<file path="config.mk">
export PLATFORM = sky130hd
export DESIGN_NAME = pipeline_ctrl_flat
export DESIGN_NICKNAME = d
export VERILOG_FILES = /design/src/rtl/pipeline_ctrl_if.sv /design/src/rtl/pipeline_ctrl.sv /design/src/flat_wrapper.sv
export SDC_FILE = /design/constraint.sdc
export NUM_CORES = 1
export LEC_CHECK = 0
export ABC_AREA = 1
export ABC_CLOCK_PERIOD_IN_PS = 1350
export CAP_MARGIN = 20
export CORE_MARGIN = 3
export CORE_UTILIZATION = 30
export DETAILED_ROUTE_END_ITERATION = 12
export DONT_BUFFER_PORTS = 1
export GPL_TIMING_DRIVEN = 0
export PLACE_DENSITY = 0.41
export SLEW_MARGIN = 20
export SYNTH_ARGS = -nofsm -noshare
export SYNTH_HDL_FRONTEND = slang
export SYNTH_SLANG_ARGS = --single-unit
</file>
<file path="constraint.sdc">
create_clock -name clk -period 1.35 [get_ports clk]
set_input_delay 0.27 -clock clk [delete_from_list [all_inputs] [get_ports clk]]
set_output_delay 0.27 -clock clk [all_outputs]
set_load 0.01 [all_outputs]
</file>
<file path="src/rtl/pipeline_ctrl_if.sv">
// Hazard-input / stage-control bundle between the brisc pipeline datapath and pipeline_ctrl.
// The datapath side uses the master modport, the controller uses the slave modport.
interface pipeline_ctrl_if #(
    parameter int CNT_W = 32
);
    logic [4:0]       d_rs1;
    logic [4:0]       d_rs2;
    logic             d_use_rs1;
    logic             d_use_rs2;
    logic [4:0]       e_rd;
    logic             e_is_load;
    logic             e_is_mul;
    logic             e_branch_taken;
    logic             icache_miss;
    logic             dcache_miss;

    logic             pc_en;
    logic             en_fd;
    logic             en_de;
    logic             en_em;
    logic             en_mw;
    logic             flush_fd;
    logic             flush_de;
    logic             flush_em;
    logic             flush_mw;
    logic             mul_busy;
    logic [CNT_W-1:0] stall_cycles;
    logic [CNT_W-1:0] flush_count;

    modport master (
        output d_rs1, d_rs2, d_use_rs1, d_use_rs2, e_rd, e_is_load, e_is_mul,
               e_branch_taken, icache_miss, dcache_miss,
        input  pc_en, en_fd, en_de, en_em, en_mw, flush_fd, flush_de, flush_em,
               flush_mw, mul_busy, stall_cycles, flush_count
    );

    modport slave (
        input  d_rs1, d_rs2, d_use_rs1, d_use_rs2, e_rd, e_is_load, e_is_mul,
               e_branch_taken, icache_miss, dcache_miss,
        output pc_en, en_fd, en_de, en_em, en_mw, flush_fd, flush_de, flush_em,
               flush_mw, mul_busy, stall_cycles, flush_count
    );
endinterface

</file>
<file path="src/rtl/pipeline_ctrl.sv">
// Hazard/stall controller for the brisc 5-stage pipeline: fixed-priority enable/flush generation
// with a RUN/MUL multiply-occupancy FSM. Define PIPELINE_CTRL_PERF_EN to build the perf counters.
module pipeline_ctrl #(
    parameter int MUL_LAT = 3,
    parameter int CNT_W   = 32
) (
    input logic           clk,
    input logic           reset_n,
    pipeline_ctrl_if.slave bus
);
    localparam int CW = $clog2(MUL_LAT + 1);

    typedef enum logic {
        RUN = 1'b0,
        MUL = 1'b1
    } state_t;

    state_t        state_q;
    state_t        state_d;
    logic [CW-1:0] cnt_q;
    logic [CW-1:0] cnt_d;

    logic load_use;
    logic mul_stall;
    logic any_flush;

    logic pc_en;
    logic en_fd;
    logic en_de;
    logic en_em;
    logic en_mw;
    logic flush_fd;
    logic flush_de;
    logic flush_em;
    logic flush_mw;

    // Loads into x0 never create a dependency.
    always_comb begin
        load_use = bus.e_is_load && (bus.e_rd != 5'd0) &&
                   ((bus.d_use_rs1 && (bus.d_rs1 == bus.e_rd)) ||
                    (bus.d_use_rs2 && (bus.d_rs2 == bus.e_rd)));
        mul_stall = ((state_q == RUN) && bus.e_is_mul && (MUL_LAT > 1)) ||
                    ((state_q == MUL) && (cnt_q > CW'(1)));
    end

    always_ff @(posedge clk) begin
        if (!reset_n) begin
            state_q <= RUN;
            cnt_q   <= '0;
        end else begin
            state_q <= state_d;
            cnt_q   <= cnt_d;
        end
    end

    // A data-cache miss outranks the multiply, so it freezes the countdown.
    always_comb begin
        state_d = state_q;
        cnt_d   = cnt_q;
        if (!bus.dcache_miss) begin
            if (mul_stall) begin
                if (state_q == RUN) begin
                    state_d = MUL;
                    cnt_d   = CW'(MUL_LAT - 1);
                end else begin
                    cnt_d = cnt_q - CW'(1);
                end
            end else if (state_q == MUL) begin
                state_d = RUN;
                cnt_d   = '0;
            end
        end
    end

    always_comb begin
        pc_en    = 1'b1;
        en_fd    = 1'b1;
        en_de    = 1'b1;
        en_em    = 1'b1;
        en_mw    = 1'b1;
        flush_fd = 1'b0;
        flush_de = 1'b0;
        flush_em = 1'b0;
        flush_mw = 1'b0;
        if (!reset_n) begin
            pc_en    = 1'b0;
            en_fd    = 1'b0;
            en_de    = 1'b0;
            en_em    = 1'b0;
            en_mw    = 1'b0;
            flush_fd = 1'b1;
            flush_de = 1'b1;
            flush_em = 1'b1;
            flush_mw = 1'b1;
        end else if (bus.dcache_miss) begin
            pc_en    = 1'b0;
            en_fd    = 1'b0;
            en_de    = 1'b0;
            en_em    = 1'b0;
            flush_mw = 1'b1;
        end else if (mul_stall) begin
            pc_en    = 1'b0;
            en_fd    = 1'b0;
            en_de    = 1'b0;
            flush_em = 1'b1;
        end else if (bus.e_branch_taken) begin
            // PC keeps loading so the redirect also squashes any pending fetch.
            flush_fd = 1'b1;
            flush_de = 1'b1;
        end else if (load_use) begin
            pc_en    = 1'b0;
            en_fd    = 1'b0;
            flush_de = 1'b1;
        end else if (bus.icache_miss) begin
            pc_en    = 1'b0;
            flush_fd = 1'b1;
        end
    end

    assign any_flush = flush_fd | flush_de | flush_em | flush_mw;

    assign bus.pc_en    = pc_en;
    assign bus.en_fd    = en_fd;
    assign bus.en_de    = en_de;
    assign bus.en_em    = en_em;
    assign bus.en_mw    = en_mw;
    assign bus.flush_fd = flush_fd;
    assign bus.flush_de = flush_de;
    assign bus.flush_em = flush_em;
    assign bus.flush_mw = flush_mw;
    assign bus.mul_busy = reset_n && (state_q == MUL);

`ifdef PIPELINE_CTRL_PERF_EN
    logic [CNT_W-1:0] stall_q;
    logic [CNT_W-1:0] flushc_q;

    always_ff @(posedge clk) begin
        if (!reset_n) begin
            stall_q  <= '0;
            flushc_q <= '0;
        end else begin
            if (!pc_en) begin
                stall_q <= stall_q + CNT_W'(1);
            end
            if (any_flush) begin
                flushc_q <= flushc_q + CNT_W'(1);
            end
        end
    end

    assign bus.stall_cycles = reset_n ? stall_q : '0;
    assign bus.flush_count  = reset_n ? flushc_q : '0;
`else
    logic unused_perf;
    assign unused_perf      = any_flush;
    assign bus.stall_cycles = '0;
    assign bus.flush_count  = '0;
`endif

endmodule

</file>
<file path="src/flat_wrapper.sv">
// flat-port wrapper written by rule: the top's interface ports become plain ports
module pipeline_ctrl_flat 
#(
    parameter int MUL_LAT = 3,
    parameter int CNT_W   = 32
)
  (clk, reset_n, bus_d_rs1, bus_d_rs2, bus_d_use_rs1, bus_d_use_rs2, bus_e_rd, bus_e_is_load, bus_e_is_mul, bus_e_branch_taken, bus_icache_miss, bus_dcache_miss, bus_pc_en, bus_en_fd, bus_en_de, bus_en_em, bus_en_mw, bus_flush_fd, bus_flush_de, bus_flush_em, bus_flush_mw, bus_mul_busy, bus_stall_cycles, bus_flush_count);
  pipeline_ctrl_if #(.CNT_W(CNT_W)) bus_i ();
  input logic clk;
  input logic reset_n;
  input wire logic [$bits(bus_i.d_rs1)-1:0] bus_d_rs1;
  input wire logic [$bits(bus_i.d_rs2)-1:0] bus_d_rs2;
  input wire logic [$bits(bus_i.d_use_rs1)-1:0] bus_d_use_rs1;
  input wire logic [$bits(bus_i.d_use_rs2)-1:0] bus_d_use_rs2;
  input wire logic [$bits(bus_i.e_rd)-1:0] bus_e_rd;
  input wire logic [$bits(bus_i.e_is_load)-1:0] bus_e_is_load;
  input wire logic [$bits(bus_i.e_is_mul)-1:0] bus_e_is_mul;
  input wire logic [$bits(bus_i.e_branch_taken)-1:0] bus_e_branch_taken;
  input wire logic [$bits(bus_i.icache_miss)-1:0] bus_icache_miss;
  input wire logic [$bits(bus_i.dcache_miss)-1:0] bus_dcache_miss;
  output wire logic [$bits(bus_i.pc_en)-1:0] bus_pc_en;
  output wire logic [$bits(bus_i.en_fd)-1:0] bus_en_fd;
  output wire logic [$bits(bus_i.en_de)-1:0] bus_en_de;
  output wire logic [$bits(bus_i.en_em)-1:0] bus_en_em;
  output wire logic [$bits(bus_i.en_mw)-1:0] bus_en_mw;
  output wire logic [$bits(bus_i.flush_fd)-1:0] bus_flush_fd;
  output wire logic [$bits(bus_i.flush_de)-1:0] bus_flush_de;
  output wire logic [$bits(bus_i.flush_em)-1:0] bus_flush_em;
  output wire logic [$bits(bus_i.flush_mw)-1:0] bus_flush_mw;
  output wire logic [$bits(bus_i.mul_busy)-1:0] bus_mul_busy;
  output wire logic [$bits(bus_i.stall_cycles)-1:0] bus_stall_cycles;
  output wire logic [$bits(bus_i.flush_count)-1:0] bus_flush_count;
  assign bus_i.d_rs1 = bus_d_rs1;
  assign bus_i.d_rs2 = bus_d_rs2;
  assign bus_i.d_use_rs1 = bus_d_use_rs1;
  assign bus_i.d_use_rs2 = bus_d_use_rs2;
  assign bus_i.e_rd = bus_e_rd;
  assign bus_i.e_is_load = bus_e_is_load;
  assign bus_i.e_is_mul = bus_e_is_mul;
  assign bus_i.e_branch_taken = bus_e_branch_taken;
  assign bus_i.icache_miss = bus_icache_miss;
  assign bus_i.dcache_miss = bus_dcache_miss;
  assign bus_pc_en = bus_i.pc_en;
  assign bus_en_fd = bus_i.en_fd;
  assign bus_en_de = bus_i.en_de;
  assign bus_en_em = bus_i.en_em;
  assign bus_en_mw = bus_i.en_mw;
  assign bus_flush_fd = bus_i.flush_fd;
  assign bus_flush_de = bus_i.flush_de;
  assign bus_flush_em = bus_i.flush_em;
  assign bus_flush_mw = bus_i.flush_mw;
  assign bus_mul_busy = bus_i.mul_busy;
  assign bus_stall_cycles = bus_i.stall_cycles;
  assign bus_flush_count = bus_i.flush_count;
  pipeline_ctrl #(.MUL_LAT(MUL_LAT), .CNT_W(CNT_W)) u_core (.clk(clk), .reset_n(reset_n), .bus(bus_i));
endmodule
</file>
## Word-level counts from Yosys, hierarchy flattened

Cells that the tools add are included.

- Add/sub/neg operators: 1
- $lt $le $gt $ge: 1
- Equal/unequal tests: 2
- Mux-type cells: 36
- Bitwise gates (word level): 2
- Reduce and logical (&&, ||, !) cells: 12

Operators by type and width:

| cell | number |
|---|---|
| $mux W1 | 33 |
| $eq A5 B5 Y1 | 2 |
| $logic_and A1 B1 Y1 | 7 |
| $mux W2 | 3 |
| $reduce_bool A5 Y1 | 1 |
| $gt A2 B1 Y1 const B | 1 |
| $logic_or A1 B1 Y1 | 2 |
| $not A1 Y1 | 2 |
| $reduce_and A2 Y1 | 1 |
| $reduce_bool A2 Y1 | 1 |
| $sub A2 B1 Y2 const B | 1 |

- Bits in registers: 3
- Input port bits: 24
- Output and inout bits: 74
- Word-level logic and storage cells: 56

## Depth between registers and ports, before layout

Gate-level depths: netlist of the first run.

- Depth in word-level cells: 9
- Mapped depth: 10
- Gate-level depth less buffers: 10

## Least setup slack after synthesis of the first run

OpenSTA, ideal clock, no wires.

- Kind: flip-flop to output port
- Start point: reg u_core.cnt_q[1]
- End point: out bus_pc_en
- Data arrival time: 1.064 ns
- Data required time: 1.080 ns
- Setup slack: 0.016 ns
- Cell stages (with the launch flop): 9
- Path buffers: 0
- Cells stage by stage: dfxtp_1 inv_1 ha_1 o21ai_2 o21ai_2 nand2_4 nor2_4 nand2_2 nor2_2

- Cells in the longest elaborated chain, start to end: 6

RTL lines:

| item | line | text |
|---|---|---|
| from (decl) | pipeline_ctrl.sv:20 | `logic [CW-1:0] cnt_q;` |
| from (signal assigned) | pipeline_ctrl.sv:52 | `cnt_q <= cnt_d;` |
| $gt A2 B1 Y1 | pipeline_ctrl.sv:43 | `((state_q == MUL) && (cnt_q > CW'(1)));` |
| $logic_and A1 B1 Y1 | pipeline_ctrl.sv:43 |  |
| $logic_or A1 B1 Y1 | pipeline_ctrl.sv:42 | `mul_stall = ((state_q == RUN) && bus.e_is_mul && (MUL_LAT > 1)) \|\|` |
| $mux W1 | pipeline_ctrl.sv:101 | `end else if (mul_stall) begin` |
| $mux W1 | pipeline_ctrl.sv:95 | `end else if (bus.dcache_miss) begin` |
| $mux W1 | pipeline_ctrl.sv:85 | `if (!reset_n) begin` |
| to (decl) | flat_wrapper.sv:21 | `output wire logic [$bits(bus_i.pc_en)-1:0] bus_pc_en;` |

Every way passes these cells.

## Worst setup path after layout of the first run

Same ends and word-level chain as after synthesis.

==> summary.txt, run 1 <==
CTS
  – Clk buf depth: 2
  – CTS clk-pin slew, worst paths: 0.04 ns
  – CTS Buf Count: 3
  – Clock Tree Root: clkbuf_4
  – Max H-tree Level: 1
  – CTS Sinks: 3
  – CTS tree: done
  – CTS hold repair buffers: 0
  – Clk_lat worst skew: 0.23 ns

Floorplanning
  – I/O pins: 98
  – Core Area: 3080 µm²
  – Number of core rows: 20
  – Die Span Y: 63.1 µm
  – Die ar.: 3980 µm²
  – Initial Util: 31.8%
  – Die W: 63.1 µm

Synth
  – Cell variety after synth: 18
  – Post-synthesis sequential area ratio: 6.14%
  – YS warnings: 0
  – Cells after synthesis: 165
  – Post-synthesis cell area: 978 µm²
  – Syn Area/Cell: 5.93 µm²
  – Synth Register Bits: 3

Power and ir drop
  – Maximum VDD drop: 0.281 mV
  – Clock share of power: 24.1%
  – Flop pwr share: 16.5%
  – Internal power: 392 µW
  – Leakage: 0.923 nW
  – Sw Ratio: 39.4%
  – Power, Total: 647 µW
  – Power per cell area: 476 nW/µm²
  – Gate power share: 59.4%
  – Net Switching: 255 µW

Final layout
  – Inserted Diodes: 0
  – Most frequent cells in the layout: buf_4 (68), conb_1 (64), nand2_1 (33), inv_1 (23), nor2_1 (10)
  – Post-Layout Cell Count: 279
  – Share of cells above drive strength 1: 39.1%
  – Nets@finish: 261
  – Most common cell after layout, fill and taps aside: buf_4
  – Area Growth Syn to Fin: 39.0%

Status
  – Failing checks: negative setup slack
  – Status: complete, but fails checks

STA
  – Max Freq: 0.630 GHz
  – Max Slew Vio Count: 0
  – RSZ-0062 raised after global routing: yes
  – Setup Total Neg Slack: -1.07 ns
  – Minimum clock period: 1.59 ns
  – Final setup viols: 6
  – Hold Worst Slack: 0.182 ns
  – Final period utilization: 118%
  – Final Skew: 0.00125 ns
  – Final Hold Fails: 0
  – Setup ws final: -0.237 ns

Worst setup path
  – CP Launch Type: flop
  – Cell Chain, Critical Path: inv_2 -> ha_4 -> o21ai_2 -> o21ai_2 -> nand2_4 -> nor2_4 -> nand2_2 -> nor2_4
  – Worst r2r dst: u_core.cnt_q[1]$_SDFFE_PN0P_
  – Slowest stage delay, CP: 0.31 ns
  – R2R setup slack: 0.10 ns
  – Slowest CP cell: dfxtp_2
  – CP Class: flop to output port
  – Worst Path Required: 1.08 ns
  – R2r startpoint: u_core.cnt_q[1]$_SDFFE_PN0P_
  – CP max FO: 4
  – Crit. End Element: output port
  – Register-to-Register Path Depth: 8
  – WP data arrival: 1.32 ns

Hold path
  – Hold Crit Class: primary input to flop
  – Hold endpoint: u_core.cnt_q[0]$_SDFFE_PN0P_
  – Worst hold stages: 2
  – Hold Startpoint: reset_n

Route
  – First drt pass iteration count: 2
  – Routed wire length: 2060 µm
  – Drt wl/cell: 7.39 µm
  – Post-DRT Antenna Nets: 0
  – Via count: 926
  – Initial DRC count: 17
  – Via density: 3.32
  – Post-route DRC: 0

GRT
  – Total gr overflow: 0
  – GRT Total Usage: 9.85%
  – Initial antenna violation count: 0
  – Vias in the first global route: 787
  – GR Layer Usage met2: 18.4%
  – Largest net degree at the start of global routing: 8
  – Gr busiest metal: met2
  – Met3 Use GR: 3.39%
  – Global-route wire length before repair: 3250 µm
  – Global Route met1 Usage: 9.10%

Place
  – GPL Wtd Cong: 0.748
  – DP HPWL: 1940 µm
  – Port Buffers: 0
  – Post-Place Cells: 272

Job
  – Max Cap Viol: 0
==> worst max-delay path: cells and delay by family (launching register included) <==
kind / cells / cell delay, ns
simple gates: 4 / 0.43
flops: 1 / 0.31
compound gates: 2 / 0.14
fa+ha+maj: 1 / 0.12
buf+inv: 1 / 0.07
==> synthesized netlist by cell type (all sizes together) <==
cell type	n	area share [%]
ha	1	1.3
a21oi	3	1.5
nand4	1	0.64
conb	1	0.38
nor2	13	6.0
nand3	3	2.0
o21ai	8	4.9
dfxtp	3	6.1
buf	65	50
nand2	40	17
inv	27	10
==> cell families after synthesis <==
logic type | after synthesis | synth area share (%)
buf+inv | 92 | 60.2
flops | 3 | 6.14
compound gates | 11 | 6.39
other cells | 1 | 0.383
simple gates | 57 | 25.6
fa+ha+maj | 1 | 1.28
==> cell type report <==
cell class,instances,area (µm²)
tap,44,55.1
fill,345,1720
inverter,27,101
timing repair buffer,3,22.5
clock buffer,4,26.3
multi-input combinational,133,604
buffer,65,488
sequential,3,62.6
==> stage by stage <==
step	worst slack, ns	utilization (%)	cell area [µm²]
finish	-0.237	44.2	1360
global placement	-0.0947	41.3	1270
global route	-0.344	44.2	1360
CTS	-0.320	44.0	1360
floorplan	0.0156	-	1210
detailed placement	-0.119	41.3	1270
==> power groups by stage <==
stage	combinational, mW	clock, mW	sequential (mW)
2_1_floorplan	0.325	0	0.104
3_3_place_gp	0.342	0	0.106
3_5_place_dp	0.347	0	0.106
4_1_cts	0.375	0.166	0.107
5_1_grt	0.428	0.173	0.108
6_report	0.385	0.156	0.107
==> timing repair <==
action | 4_1_cts | 5_1_grt
setup buffers | 3 | 0
pin swaps | 9 | 7
resized for setup | 12 | 2
endpoints found under the setup margin | 6 | 8
==> worst max-delay path by stage <==
| stage | from | to | slack [ns] |
|---|---|---|---|
| 2_1_floorplan | u_core.cnt_q[1]$_SDFFE_PN0P_ | bus_pc_en | 0.02 |
| 3_3_place_gp | u_core.cnt_q[1]$_SDFFE_PN0P_ | bus_pc_en | -0.09 |
| 6_report | u_core.cnt_q[1]$_SDFFE_PN0P_ | bus_pc_en | -0.24 |
| 4_1_cts | u_core.cnt_q[1]$_SDFFE_PN0P_ | bus_pc_en | -0.32 |
| 3_5_place_dp | u_core.cnt_q[1]$_SDFFE_PN0P_ | bus_pc_en | -0.12 |
| 5_1_grt | u_core.cnt_q[1]$_SDFFE_PN0P_ | bus_pc_en | -0.34 |
==> state kept, by name (all words and copies together) (netlist names) <==
signal,flops
u_core.cnt_q,2
u_core.state_q,1
==> routing by layer <==
metal / vias to the layer above / wire (µm)
li1: 495 / -
met1: 363 / 707
met2: 64 / 1020
met3: 4 / 301
met4: 0 / 36
met5: - / 0
(Power assumes the default switching activity.)
==> inputs of run 2 (changes only) <==
--- a/config.mk
+++ b/config.mk
@@ -12,6 +12,7 @@
 export CORE_UTILIZATION = 30
 export DETAILED_ROUTE_END_ITERATION = 12
 export DONT_BUFFER_PORTS = 1
+export GPL_ROUTABILITY_DRIVEN = 1
 export GPL_TIMING_DRIVEN = 0
 export PLACE_DENSITY = 0.41
 export SLEW_MARGIN = 20
==> results of run 2 <==
Final layout, timing and power as in run 1 (identical DEF).
